<file path="src/rtl/conv_sched.sv">
// Convolution scheduler: sequences im2col, operand loads, systolic-array feed,
// result write-back and completion for one im2col-lowered convolution.
module conv_sched #(
    parameter int                    M           = 4,
    parameter int                    N           = 1,
    parameter int                    K           = 1,
    parameter int                    DATA_WIDTH  = 32,
    parameter int                    ADDR_WIDTH  = 32,
    parameter logic [ADDR_WIDTH-1:0] WEIGHT_BASE = 32'h1000,
    parameter logic [ADDR_WIDTH-1:0] IM2COL_BASE = 32'h2000,
    parameter logic [ADDR_WIDTH-1:0] OUTPUT_BASE = 32'h3000,
    parameter int                    TIMEOUT     = 1024
) (
    input  logic                           clk,
    input  logic                           rst,
    input  logic                           start,
    output logic                           busy,
    output logic                           done,
    output logic                           error,
    output logic                           im2col_run,
    input  logic                           im2col_done,
    output logic                           mem_rd_en,
    output logic [ADDR_WIDTH-1:0]          mem_rd_addr,
    input  logic [DATA_WIDTH-1:0]          mem_rd_data,
    output logic                           mem_wr_en,
    output logic [ADDR_WIDTH-1:0]          mem_wr_addr,
    output logic [DATA_WIDTH-1:0]          mem_wr_data,
    output logic                           sa_rst_n,
    output logic [DATA_WIDTH*M-1:0]        sa_X,
    output logic [DATA_WIDTH*K-1:0]        sa_W,
    input  logic [DATA_WIDTH*M*K-1:0]      sa_Y,
    input  logic                           sa_done
);

    localparam int NK       = N * K;
    localparam int NM       = N * M;
    localparam int MK       = M * K;
    localparam int LOAD_LEN = N * (K + M);
    localparam int CNT_MAX  = LOAD_LEN + TIMEOUT + MK;
    localparam int CNT_W    = $clog2(CNT_MAX + 1);
    localparam int W_IW     = (NK > 1) ? $clog2(NK) : 1;
    localparam int X_IW     = (NM > 1) ? $clog2(NM) : 1;
    localparam int Y_IW     = (MK > 1) ? $clog2(MK) : 1;

    typedef enum logic [2:0] {
        IDLE, IM2COL, LOAD, FEED, DRAIN, WRITE, FIN
    } state_t;

    state_t                  state, state_next;
    logic [CNT_W-1:0]        cnt;
    logic                    cnt_clear;
    logic                    cap_valid;
    logic [CNT_W-1:0]        cap_idx;
    logic                    timeout_hit;
    logic                    y_load;

    logic [DATA_WIDTH-1:0]   w_buf [NK];
    logic [DATA_WIDTH-1:0]   x_buf [NM];
    logic [DATA_WIDTH-1:0]   y_buf [MK];

    // One counter serves as load index, feed row / wait timer and write index;
    // it keeps running across FEED->DRAIN so the timeout spans both states.
    assign cnt_clear = (state_next != state) && !(state == FEED && state_next == DRAIN);

    // NOTE: sequential state uses non-blocking assignments so every register
    // samples the pre-edge values of its neighbours.
    always_ff @(posedge clk) begin
        if (rst) begin
            state     <= IDLE;
            cnt       <= '0;
            cap_valid <= 1'b0;
            cap_idx   <= '0;
            error     <= 1'b0;
        end else begin
            state     <= state_next;
            if (cnt_clear || state inside {IDLE, IM2COL})
                cnt <= '0;
            else
                cnt <= cnt + 1'b1;
            cap_valid <= mem_rd_en;
            cap_idx   <= cnt;
            if (state == IDLE && start)
                error <= 1'b0;
            else if (timeout_hit)
                error <= 1'b1;
        end
    end

    // NOTE: operand buffers carry no reset; every entry is rewritten in LOAD
    // before FEED reads it, so clearing them would only cost reset fan-out.
    always_ff @(posedge clk) begin
        if (cap_valid) begin
            if (cap_idx < CNT_W'(NK))
                w_buf[W_IW'(cap_idx)] <= mem_rd_data;
            else
                x_buf[X_IW'(cap_idx - CNT_W'(NK))] <= mem_rd_data;
        end
    end

    always_ff @(posedge clk) begin
        if (rst) begin
            for (int i = 0; i < MK; i++) y_buf[i] <= '0;
        end else if (y_load) begin
            for (int i = 0; i < MK; i++) y_buf[i] <= sa_Y[i*DATA_WIDTH +: DATA_WIDTH];
        end
    end

    // NOTE: every output of this block gets a default first, so no path through
    // the case statement can leave one unassigned and infer a latch.
    always_comb begin
        state_next  = state;
        busy        = (state != IDLE);
        done        = 1'b0;
        im2col_run  = 1'b0;
        mem_rd_en   = 1'b0;
        mem_rd_addr = '0;
        mem_wr_en   = 1'b0;
        mem_wr_addr = '0;
        mem_wr_data = '0;
        sa_rst_n    = 1'b0;
        sa_X        = '0;
        sa_W        = '0;
        timeout_hit = 1'b0;
        y_load      = 1'b0;

        case (state)
            IDLE: begin
                if (start) state_next = IM2COL;
            end
            IM2COL: begin
                im2col_run = 1'b1;
                if (im2col_done) state_next = LOAD;
            end
            LOAD: begin
                if (cnt < CNT_W'(NK)) begin
                    mem_rd_en   = 1'b1;
                    mem_rd_addr = WEIGHT_BASE + ADDR_WIDTH'(cnt);
                end else if (cnt < CNT_W'(LOAD_LEN)) begin
                    mem_rd_en   = 1'b1;
                    mem_rd_addr = IM2COL_BASE + ADDR_WIDTH'(cnt - CNT_W'(NK));
                end
                // The final cycle only waits for the last word to land.
                if (cnt == CNT_W'(LOAD_LEN)) state_next = FEED;
            end
            FEED, DRAIN: begin
                sa_rst_n = 1'b1;
                if (state == FEED) begin
                    for (int j = 0; j < M; j++)
                        sa_X[j*DATA_WIDTH +: DATA_WIDTH] = x_buf[X_IW'(int'(cnt) * M + j)];
                    for (int j = 0; j < K; j++)
                        sa_W[j*DATA_WIDTH +: DATA_WIDTH] = w_buf[W_IW'(int'(cnt) * K + j)];
                end else begin
                    for (int j = 0; j < K; j++)
                        sa_W[j*DATA_WIDTH +: DATA_WIDTH] = w_buf[W_IW'((N - 1) * K + j)];
                end
                if (sa_done) begin
                    y_load     = 1'b1;
                    state_next = WRITE;
                end else if (cnt == CNT_W'(TIMEOUT - 1)) begin
                    timeout_hit = 1'b1;
                    state_next  = FIN;
                end else if (state == FEED && cnt == CNT_W'(N - 1)) begin
                    state_next = DRAIN;
                end
            end
            WRITE: begin
                mem_wr_en   = 1'b1;
                mem_wr_addr = OUTPUT_BASE + ADDR_WIDTH'(cnt);
                mem_wr_data = y_buf[Y_IW'(cnt)];
                if (cnt == CNT_W'(MK - 1)) state_next = FIN;
            end
            FIN: begin
                done       = 1'b1;
                state_next = IDLE;
            end
            default: state_next = IDLE;
        endcase
    end

endmodule

</file>
<file path="config.mk">
export PLATFORM = sky130hd
export DESIGN_NAME = conv_sched
export DESIGN_NICKNAME = d
export VERILOG_FILES = /design/src/rtl/conv_sched.sv
export SDC_FILE = /design/constraint.sdc
export NUM_CORES = 1
export LEC_CHECK = 0
export ABC_CLOCK_PERIOD_IN_PS = 11690
export CELL_PAD_IN_SITES_DETAIL_PLACEMENT = 1
export CELL_PAD_IN_SITES_GLOBAL_PLACEMENT = 2
export CORE_ASPECT_RATIO = 0.75
export CORE_UTILIZATION = 33
export DETAILED_ROUTE_END_ITERATION = 16
export GPL_ROUTABILITY_DRIVEN = 0
export MAX_ROUTING_LAYER = met4
export PLACE_DENSITY = 0.88
export RECOVER_POWER = 50
export REMOVE_ABC_BUFFERS = 1
export SLEW_MARGIN = 0
export SYNTH_ARGS = -nofsm -noshare
export SYNTH_HDL_FRONTEND = slang
export SYNTH_SLANG_ARGS = --single-unit
</file>
<file path="constraint.sdc">
create_clock -name clk -period 11.69 [get_ports clk]
set_clock_uncertainty 0.05 [all_clocks]
set_input_delay 2.338 -clock clk [delete_from_list [all_inputs] [get_ports clk]]
set_output_delay 2.338 -clock clk [all_outputs]
set_load 0.1 [all_outputs]
</file>
==> results by group, run 1 <==
Outcome
  • Status: complete, but fails checks
  • Failing checks: max-capacitance violations, max-slew violations

Worst setup path
  • Crit-path slowest cell: clkbuf_1
  • Slowest cell delay on critical path: 2.74 ns
  • Crit path capture type: register
  • Crit path required time: 12.04 ns
  • Crit path arrival time: 6.75 ns
  • Crit path max fanout: 128
  • WS Path Type: in2reg
  • CP bufs+invs: 3
  • Crit-path leading delay family: buffers and inverters
  • CP dominant cell by count: clkbuf_1
  • Crit start category: input pin
  • Crit path cell chain: dlygate4sd3_1 > clkbuf_1 > nor2_4 > clkbuf_1 > and2_1

Clock tree
  • Worst skew pair latency: 0.56 ns
  • Number of CTS-inserted buffers: 31
  • Post-CTS Setup Bufs: 0
  • Clock tree buffer depth: 3
  • Clock root buffer: clkbuf_16
  • Post-CTS sizing: 0
  • CTS tree: done
  • H-Tree Depth: 1
  • Post-CTS Hold Buffers: 0
  • CTS clock-pin slew for the worst setup and hold paths: 0.06 ns
  • Clk sink count: 315

Hold path
  • HP Class: reg2reg

Pwr
  • Lkg Pwr: 6.37 nW
  • Power density cells: 124 nW/um^2
  • Worst VDD drop: 0.0000924 V
  • Pwr Total: 0.00231 W

Logic synthesis
  • Area contributors post-synth: edfxtp_1 (64%), and2_1 (12%), mux4_2 (5.4%)
  • Seq/Total Area, Yosys: 68.3%
  • Warnings from Yosys: 0
  • Number of synthesized flops with an enable pin: 288
  • Cells after Synth: 924
  • Seq cells post-synth: 315
  • Syn_area_per_cell: 14.6 sq um
  • Yosys top cell area share: 64.3%
  • Leading area contributor after synthesis: edfxtp_1
  • Synth Cell Area: 13,500 sq um
  • Ys flop type: edfxtp_1
  • Asr flop ratio synth: 0%
  • Yosys cell types: 47

Final layout
  • Layout cell share with drive strength beyond 1: 7.16%
  • Layout Cells excl Fill: 1,837
  • Footprint of the multi-input gates: 3850 sq um
  • Register area: 9190 sq um
  • Commonest cells after routing, fill and taps aside: clkdlybuf4s50_1 (352), edfxtp_1 (288), and2_1 (255)
  • Filler instances: 4,028
  • Most common cell after layout, fill and taps aside: clkdlybuf4s50_1
  • Design Area, Final: 18,500 sq um
  • Final net count: 1,464
  • Synthesis-to-finish area growth: 37.9%

Routing
  • DR pass1 iterations: 4
  • Routed WL: 36,300 um
  • DRC: 0
  • Via density per instance: 4.56
  • WL per Instance: 19.8 um
  • ANT nets after route: 0
  • DRC violation total after the first TritonRoute iteration: 374
  • Via count: 8,368

STA
  • FMAX: 156 MHz
  • Final Critical Period: 6.40 ns
  • Period Utilization, post-route: 54.8%
  • Hold Vio Cnt, Final: 0
  • Worst Tran Pin Value: 3.92 ns
  • Setup_tns: 0 ns
  • Final setup viols: 0
  • Slew Limit Fails: 335
  • Unrepaired setup endpoints after global routing: false
  • Slew margin rel.: -161%

Floorplanning
  • Core Region: 39,800 sq um
  • Die H: 177 um
  • Ports: 428
  • Die width: 235 um
  • Die area: 41,600 sq um
  • # rows: 63
  • Initial core utilization: 33.8%

GRT
  • GRT overflow: 0
  • Total track usage: 17.7%
  • Largest net degree at the start of global routing: 129
  • First-pass GRT wire length: 54,100 um
  • Vias in the first global route: 8,712
  • Antenna violations before repair: 5

Placement
  • Post-DP HPWL: 25,600 um
  • Dpl cell area: 17,700 sq um
  • Placed Cells: 1,782
  • IO buf count: 386

Job
  • Max-Cap Viols: 7
worst paths after layout:
path | slack, ns | cells after the start | to | startpoint
max reg2reg | 6.76 | 5 | y_buf[0][6] | state[2]
min | 0.47 | 2 | error | error
min reg2reg | 0.47 | 2 | error | error
max | 5.29 | 5 | y_buf[0][6] | rst
flip-flops by register name, summed over array words and instances (netlist names):
| name | count |
|---|---|
| cap_idx | 11 |
| state | 3 |
| error | 1 |
| x_buf | 128 |
| cap_valid | 1 |
| cnt | 11 |
| w_buf | 32 |
| y_buf | 128 |
tightest hold or removal path, cell delays in order, from the launching register on:
cell and delay (ns):
dfxtp_1 0.32, nor2_1 0.10, a211oi_1 0.05
final cells by class:
class	instances	area share [%]
flip-flops and latches	315	49.6
repair buffers	395	21.1
multi-input cells	543	20.8
clock buffers	40	4.37
well taps	520	3.51
clock inverters	11	0.425
inverters	9	0.182
diodes	4	0.0540
cell usage after synthesis, types with 3 or more instances:
library cell / n
edfxtp_1: 288
and2_1: 266
nor2b_1: 76
clkbuf_1: 48
buf_4: 44
mux4_2: 32
dfxtp_1: 27
nor2_1: 27
nand2_1: 12
a21oi_1: 10
inv_1: 9
nor3_2: 8
and3_1: 7
nor3_1: 5
nor4_1: 5
xnor2_1: 5
a211oi_1: 4
and3b_1: 4
ha_1: 4
o21ai_0: 4
a31oi_1: 3
buf_2: 3
nand4_1: 3
cells by family after synthesis:
group	count (synthesis)	synth area share, %
simple gates	429	19.7
flops	315	68.3
buf+inv	106	4.27
mux	32	5.36
compound gates	30	1.47
xor+xnor	7	0.456
fa+ha+maj	4	0.372
other cells	1	0.0279
report_power, final:
part           switching (W)  internal (W)  total (W)
sequential        0.00000536       0.00124    0.00125
combinational      0.0000976     0.0000564   0.000154
clock               0.000402      0.000503   0.000905
per-stage QoR:
stage	util, %	hold slack, ns	worst slack, ns
floorplan	-	0.444	4.81
global placement	44.4	0.456	5.75
detailed placement	44.4	0.465	5.75
CTS	46.7	0.474	5.10
global route	46.6	0.507	4.64
finish	46.6	0.467	5.29
layer usage:
metal | wire length, um | track usage, % | up-vias
met4 | 536 | 3.21 | 0
li1 | - | - | 3905
met5 | 0 | - | -
met1 | 15000 | 20.8 | 4110
met2 | 18000 | 30.1 | 307
met3 | 2770 | 5.38 | 46
Note: power is estimated with default switching activity, not from simulation.
==> run 2: changes to the inputs <==
--- a/config.mk
+++ b/config.mk
@@ -5,15 +5,15 @@
 export SDC_FILE = /design/constraint.sdc
 export NUM_CORES = 1
 export LEC_CHECK = 0
-export ABC_CLOCK_PERIOD_IN_PS = 11690
+export ABC_CLOCK_PERIOD_IN_PS = 6400
 export CELL_PAD_IN_SITES_DETAIL_PLACEMENT = 1
 export CELL_PAD_IN_SITES_GLOBAL_PLACEMENT = 2
 export CORE_ASPECT_RATIO = 0.75
-export CORE_UTILIZATION = 33
+export CORE_UTILIZATION = 31
 export DETAILED_ROUTE_END_ITERATION = 16
 export GPL_ROUTABILITY_DRIVEN = 0
 export MAX_ROUTING_LAYER = met4
-export PLACE_DENSITY = 0.88
+export PLACE_DENSITY = 0.83
 export RECOVER_POWER = 50
 export REMOVE_ABC_BUFFERS = 1
 export SLEW_MARGIN = 0
==> constraint.sdc (replaced) <==
create_clock -name clk -period 6.4 [get_ports clk]
set_clock_uncertainty 0.05 [all_clocks]
set_input_delay 1.28 -clock clk [delete_from_list [all_inputs] [get_ports clk]]
set_output_delay 1.28 -clock clk [all_outputs]
set_load 0.1 [all_outputs]
==> results by group, run 2 (synthesized netlist as in run 1, its figures left out) <==
Routing
  • Via count: 8,399 (+0.37%)
  • Via density per instance: 4.43 (-2.8%)
  • DR pass1 iterations: 4 (unchanged)
  • WL per Instance: 19.3 um (-2.3%)
  • DRC: 0 (unchanged)
  • ANT nets after route: 0 (unchanged)
  • DRC violation total after the first TritonRoute iteration: 346 (-7.5%)
  • Routed WL: 36,600 um (+0.86%)

Worst setup path
  • Crit-path leading delay family: simple AND/OR/NAND/NOR gates
  • Crit path required time: 5.07 ns (-6.97 ns)
  • WS Path Type: reg2out
  • Crit start category: register
  • CP bufs+invs: 1 (-2)
  • Crit path arrival time: 3.64 ns (-3.11 ns)
  • R2R Path Start: state[1]
  • Crit path max fanout: 7 (-95%)
  • Crit path cell chain: or4_4 > nor3_1 > a21boi_0 > nor2b_1 > clkdlybuf4s50_1
  • Slowest cell delay on critical path: 1.14 ns (-1.60 ns)
  • Crit path capture type: primary output
  • Crit-path slowest cell: clkdlybuf4s50_1
  • Crit. Startpoint: cnt[8]

Clock tree
  • H-Tree Depth: 2 (+1)
  • Clk sink count: 315 (unchanged)
  • Post-CTS Setup Bufs: 0 (unchanged)
  • CTS tree: done
  • CTS clock-pin slew for the worst setup and hold paths: 0.06 ns (about the same)
  • Post-CTS Hold Buffers: 0 (unchanged)
  • Number of CTS-inserted buffers: 34 (+9.7%)
  • Clock tree buffer depth: 3 (unchanged)
  • Worst skew pair latency: 0.51 ns (-0.05 ns)
  • Clock root buffer: clkbuf_16
  • Post-CTS sizing: 0 (unchanged)

Job
  • Max-Cap Viols: 7 (unchanged)

GRT
  • First-pass GRT wire length: 54,900 um (+1.6%)
  • Largest net degree at the start of global routing: 133 (+3.1%)
  • Antenna violations before repair: 2 (-3)
  • Vias in the first global route: 8,835 (+1.4%)
  • GRT overflow: 0 (unchanged)
  • Total track usage: 16.8% (-0.84 points)

Pwr
  • Power share of the sequential group: 50.1% (-4.0 points)
  • Switching power of the nets: 0.000991 W (+96%)
  • Sw frac: 21.8% (-0.081 points)
  • Power density cells: 241 nW/um^2 (+94%)
  • Comb power frac: 6.2% (-0.5 points)
  • Worst VDD drop: 0.000166 V (+79%)
  • Lkg Pwr: 6.47 nW (+1.6%)
  • Clock power frac: 43.6% (+4.4 points)
  • Pint: 0.00356 W (+97%)

Outcome
  • Status: complete, but fails checks
  • Failing checks: max-capacitance violations, max-slew violations

Floorplanning
  • # rows: 65 (+3.2%)
  • Ports: 428 (unchanged)
  • Core Region: 42,500 sq um (+6.6%)
  • Die width: 243 um (+3.1%)
  • Die area: 44,200 sq um (+6.4%)
  • Initial core utilization: 31.7% (-2.1 points)
  • Die H: 182 um (+3.1%)

Final layout
  • Final net count: 1,469 (+0.34%)
  • Filler instances: 4,390 (+9.0%)
  • Synthesis-to-finish area growth: 40.3%
  • Layout cell share with drive strength beyond 1: 8.22% (+1.1 points)
  • Register area: 9190 sq um (about the same)
  • Top flop regs: x_buf (128), y_buf (128), w_buf (32)
  • Most common cell after layout, fill and taps aside: clkdlybuf4s50_1
  • Footprint of the multi-input gates: 3860 sq um (+0.19%)
  • Layout Utilization: 44.4% (-2.1 points)
  • Commonest cells after routing, fill and taps aside: clkdlybuf4s50_1 (352), edfxtp_1 (288), and2_1 (225)

STA
  • FMAX: 201 MHz
  • Setup_tns: 0 ns (unchanged)
  • Slew Limit Fails: 293 (-13%)
  • Final Critical Period: 4.97 ns
  • Period Utilization, post-route: 77.7%
  • Final setup viols: 0 (unchanged)
  • Unrepaired setup endpoints after global routing: false
  • Hold Vio Cnt, Final: 0 (unchanged)
  • Worst Tran Pin Value: 3.11 ns (-0.811 ns)
  • Slew margin rel.: -108% (+53 points)

Placement
  • Post-DP HPWL: 25,400 um (-0.78%)
  • IO buf count: 386 (unchanged)

Hold path
  • Min-delay src: error
  • HP Class: reg2reg
-- run 2: cell count changes in the layout (fill, tap and decap cells not counted), sizes merged --
cell,delta
inv,-1
bufinv,+2
buf,+3
diode,-3
clkbuf,+8
clkinvlp,+1
-- run 2: path summary, 6_finish.rpt --
path,to,slack (ns),cells past startpoint
min reg2reg,error,0.46,2
max,mem_rd_addr[12],1.43,5
min,error,0.46,2
max reg2reg,y_buf[0][15],2.32,6
-- run 2: area by class of cell --
cell class	instances	share of cell area (%)
multi-input cells	543	20.5
diodes	1	0.0133
clock buffers	49	5.15
inverters	9	0.179
clock inverters	13	0.776
well taps	569	3.77
repair buffers	397	20.9
flip-flops and latches	315	48.7
-- run 2: worst reg2reg max path, stage by stage (launching register included) --
cell	delay, ns
dfxtp_1	0.53
and3b_2	0.28
buf_12	0.29
o21ai_0	0.43
nor2_4	0.18
clkbuf_1	1.74
and2_1	0.41
-- run 2: per-stage QoR --
step / hold WS [ns] / instances / setup slack, ns / cell area, sq um / total power [W]
2_1_floorplan: 0.444 / 867 / 0.306 / 13100 / 0.00248
3_3_place_gp: 0.445 / 1833 / 2.04 / 17800 / 0.00261
3_5_place_dp: 0.450 / 1833 / 1.97 / 17800 / 0.00261
4_1_cts: 0.458 / 1895 / 1.40 / 18900 / 0.00462
5_1_grt: 0.505 / 1896 / 1.27 / 18900 / 0.00468
6_report: 0.456 / 1896 / 1.43 / 18900 / 0.00455
-- run 2: metal layers --
metal	share of wire, %	up-vias	global-route usage [%]	routed length, um
li1	-	3912	-	-
met1	43	4145	20.7	15800
met2	48	301	27.5	17600
met3	7.1	41	4.69	2600
met4	1.7	0	3.75	623
met5	0	-	-	0
-- run 2: power by group through the flow --
stage / clock network, W / logic [W] / registers [W]
detailed placement: 0 / 0.000289 / 0.00232
global route: 0.00210 / 0.000296 / 0.00228
finish: 0.00198 / 0.000284 / 0.00228
floorplan: 0 / 0.000154 / 0.00233
CTS: 0.00205 / 0.000290 / 0.00228
global placement: 0 / 0.000285 / 0.00232
==> run 3: changes to the inputs <==
--- a/config.mk
+++ b/config.mk
@@ -5,15 +5,15 @@
 export SDC_FILE = /design/constraint.sdc
 export NUM_CORES = 1
 export LEC_CHECK = 0
-export ABC_CLOCK_PERIOD_IN_PS = 6400
+export ABC_CLOCK_PERIOD_IN_PS = 4300
 export CELL_PAD_IN_SITES_DETAIL_PLACEMENT = 1
 export CELL_PAD_IN_SITES_GLOBAL_PLACEMENT = 2
 export CORE_ASPECT_RATIO = 0.75
-export CORE_UTILIZATION = 31
+export CORE_UTILIZATION = 28
 export DETAILED_ROUTE_END_ITERATION = 16
 export GPL_ROUTABILITY_DRIVEN = 0
 export MAX_ROUTING_LAYER = met4
-export PLACE_DENSITY = 0.83
+export PLACE_DENSITY = 0.8
 export RECOVER_POWER = 50
 export REMOVE_ABC_BUFFERS = 1
 export SLEW_MARGIN = 0
==> constraint.sdc (replaced) <==
create_clock -name clk -period 4.3 [get_ports clk]
set_clock_uncertainty 0.05 [all_clocks]
set_input_delay 0.86 -clock clk [delete_from_list [all_inputs] [get_ports clk]]
set_output_delay 0.86 -clock clk [all_outputs]
set_load 0.1 [all_outputs]
==> results by group, run 3 (synthesized netlist as in run 1, its figures left out) <==
Final layout
  • Layout Utilization: 39.1% (-5.3 points)
  • Filler instances: 4,923 (+12%)
  • Synthesis-to-finish area growth: 37.9%
  • Layout cell share with drive strength beyond 1: 25.2% (+17 points)
  • Commonest cells after routing, fill and taps aside: edfxtp_1 (288), and2_1 (251), buf_4 (231)
  • Most common cell after layout, fill and taps aside: edfxtp_1
  • Top flop regs: x_buf (128), y_buf (128), w_buf (32)
  • Register area: 9190 sq um (unchanged)
  • Final net count: 1,478 (+0.61%)
  • Footprint of the multi-input gates: 3870 sq um (+0.13%)

Clock tree
  • Clk sink count: 315 (unchanged)
  • H-Tree Depth: 2 (unchanged)
  • CTS tree: done
  • Post-CTS sizing: 0 (unchanged)
  • Worst skew pair latency: 0.52 ns (about the same)
  • Number of CTS-inserted buffers: 35 (+2.9%)
  • Post-CTS Hold Buffers: 0 (unchanged)
  • Clock tree buffer depth: 3 (unchanged)
  • CTS clock-pin slew for the worst setup and hold paths: 0.06 ns (about the same)
  • Post-CTS Setup Bufs: 0 (unchanged)
  • Clock root buffer: clkbuf_16

STA
  • Slew margin rel.: -68.1% (+40 points)
  • Hold Vio Cnt, Final: 0 (unchanged)
  • Worst Tran Pin Value: 2.52 ns (-0.589 ns)
  • FMAX: 265 MHz
  • Unrepaired setup endpoints after global routing: false
  • Final setup viols: 0 (unchanged)
  • Period Utilization, post-route: 87.9%
  • Final Critical Period: 3.78 ns
  • Slew Limit Fails: 291 (-0.68%)

GRT
  • Largest net degree at the start of global routing: 129 (-3.0%)
  • Antenna violations before repair: 9 (+7)
  • Total track usage: 14.6% (-2.2 points)
  • GRT overflow: 0 (unchanged)
  • Vias in the first global route: 8,446 (-4.4%)
  • First-pass GRT wire length: 51,900 um (-5.5%)

Routing
  • DR pass1 iterations: 4 (unchanged)
  • Routed WL: 35,800 um (-2.4%)
  • DRC violation total after the first TritonRoute iteration: 383 (+11%)
  • Via count: 8,330 (-0.82%)
  • DRC: 0 (unchanged)
  • ANT nets after route: 0 (unchanged)
  • Via density per instance: 4.20 (-5.1%)
  • WL per Instance: 18.0 um (-6.6%)

Pwr
  • Pwr Total: 0.00686 W (+51%)
  • Worst VDD drop: 0.000194 V (+17%)
  • Clock power frac: 44.4% (+0.8 points)
  • Power density cells: 370 nW/um^2 (+53%)
  • Lkg Pwr: 7.02 nW (+8.5%)
  • Pint: 0.00537 W (+51%)
  • Power share of the sequential group: 49.5% (-0.6 points)
  • Comb power frac: 6.2% (about the same)
  • Sw frac: 21.6% (-0.15 points)
  • Switching power of the nets: 0.00148 W (+50%)

Floorplanning
  • # rows: 69 (+6.2%)
  • Die area: 48,900 sq um (+11%)
  • Core Region: 47,400 sq um (+12%)
  • Die width: 255 um (+5.2%)
  • Initial core utilization: 28.4% (-3.3 points)
  • Ports: 428 (unchanged)
  • Die H: 192 um (+5.2%)

Worst setup path
  • Crit start category: register
  • Crit path capture type: primary output
  • Crit path required time: 3.39 ns (-1.68 ns)
  • Crit path arrival time: 2.87 ns (-0.77 ns)
  • WS Path Type: reg2out
  • Crit path max fanout: 76 (+69)

Job
  • Max-Cap Viols: 6 (-1)

Outcome
  • Status: complete, but fails checks
  • Failing checks: max-capacitance violations, max-slew violations

Placement
  • IO buf count: 386 (unchanged)
  • Post-DP HPWL: 25,000 um (-1.6%)

Hold path
  • HP Class: reg2reg
-- run 3: changes by cell type in the layout (fill, tap and decap cells not counted), moves of 2 or more --
cell / delta
and2_0: -26
bufinv_16: +2
clkbuf_1: -6
diode_2: +7
clkinv_1: +5
and2_1: +26
clkdlybuf4s50_1: -217
buf_4: +224
-- run 3: final timing paths --
| kind | start | to | slack (ns) | cells past startpoint |
|---|---|---|---|---|
| max | state[1] | sa_X[90] | 0.52 | 5 |
| min reg2reg | error | error | 0.46 | 2 |
| min | error | error | 0.46 | 2 |
| max reg2reg | state[1] | y_buf[2][15] | 0.63 | 6 |
-- run 3: power groups by stage --
| stage | registers (W) | clock network (W) | logic [W] |
|---|---|---|---|
| after floorplan | 0.00346 | 0 | 0.000229 |
| after global placement | 0.00345 | 0 | 0.000428 |
| after detailed placement | 0.00346 | 0 | 0.000434 |
| after CTS | 0.00339 | 0.00315 | 0.000435 |
| after global routing | 0.00339 | 0.00327 | 0.000445 |
| final | 0.00339 | 0.00304 | 0.000424 |
-- run 3: per-stage QoR --
step	std cells	area [sq um]	hold WS [ns]	TNS, ns	setup WS (ns)
4_1_cts	1974	18600	0.469	0	0.468
6_report	1982	18500	0.463	0	0.522
3_3_place_gp	1911	17400	0.449	0	1.19
2_1_floorplan	867	13100	0.444	-448.14	-1.79
3_5_place_dp	1911	17400	0.460	0	1.06
5_1_grt	1982	18500	0.541	0	0.137
-- run 3: layout make-up --
type | instances | share of cell area [%]
clock buffer | 42 | 4.98
inverter | 9 | 0.182
multi-input combinational | 543 | 20.8
sequential | 315 | 49.6
clock inverter | 21 | 1.30
tap | 639 | 4.31
antenna | 8 | 0.108
timing repair buffer | 405 | 18.7
-- run 3: layer usage --
| layer | GRT usage (%) | vias to the layer above | share of wire, % |
|---|---|---|---|
| met1 | 17.2 | 4008 | 42 |
| met2 | 23.3 | 333 | 46 |
| met4 | 2.76 | 0 | 1.2 |
| li1 | - | 3946 | - |
| met5 | - | - | 0 |
| met3 | 6.27 | 43 | 11 |
-- run 3: critical path: stages (launching register included) --
cell,delay (ns)
dfxtp_1,0.53
and3b_1,0.28
buf_4,0.43
buf_4,0.52
and2_1,0.23
buf_4,0.30
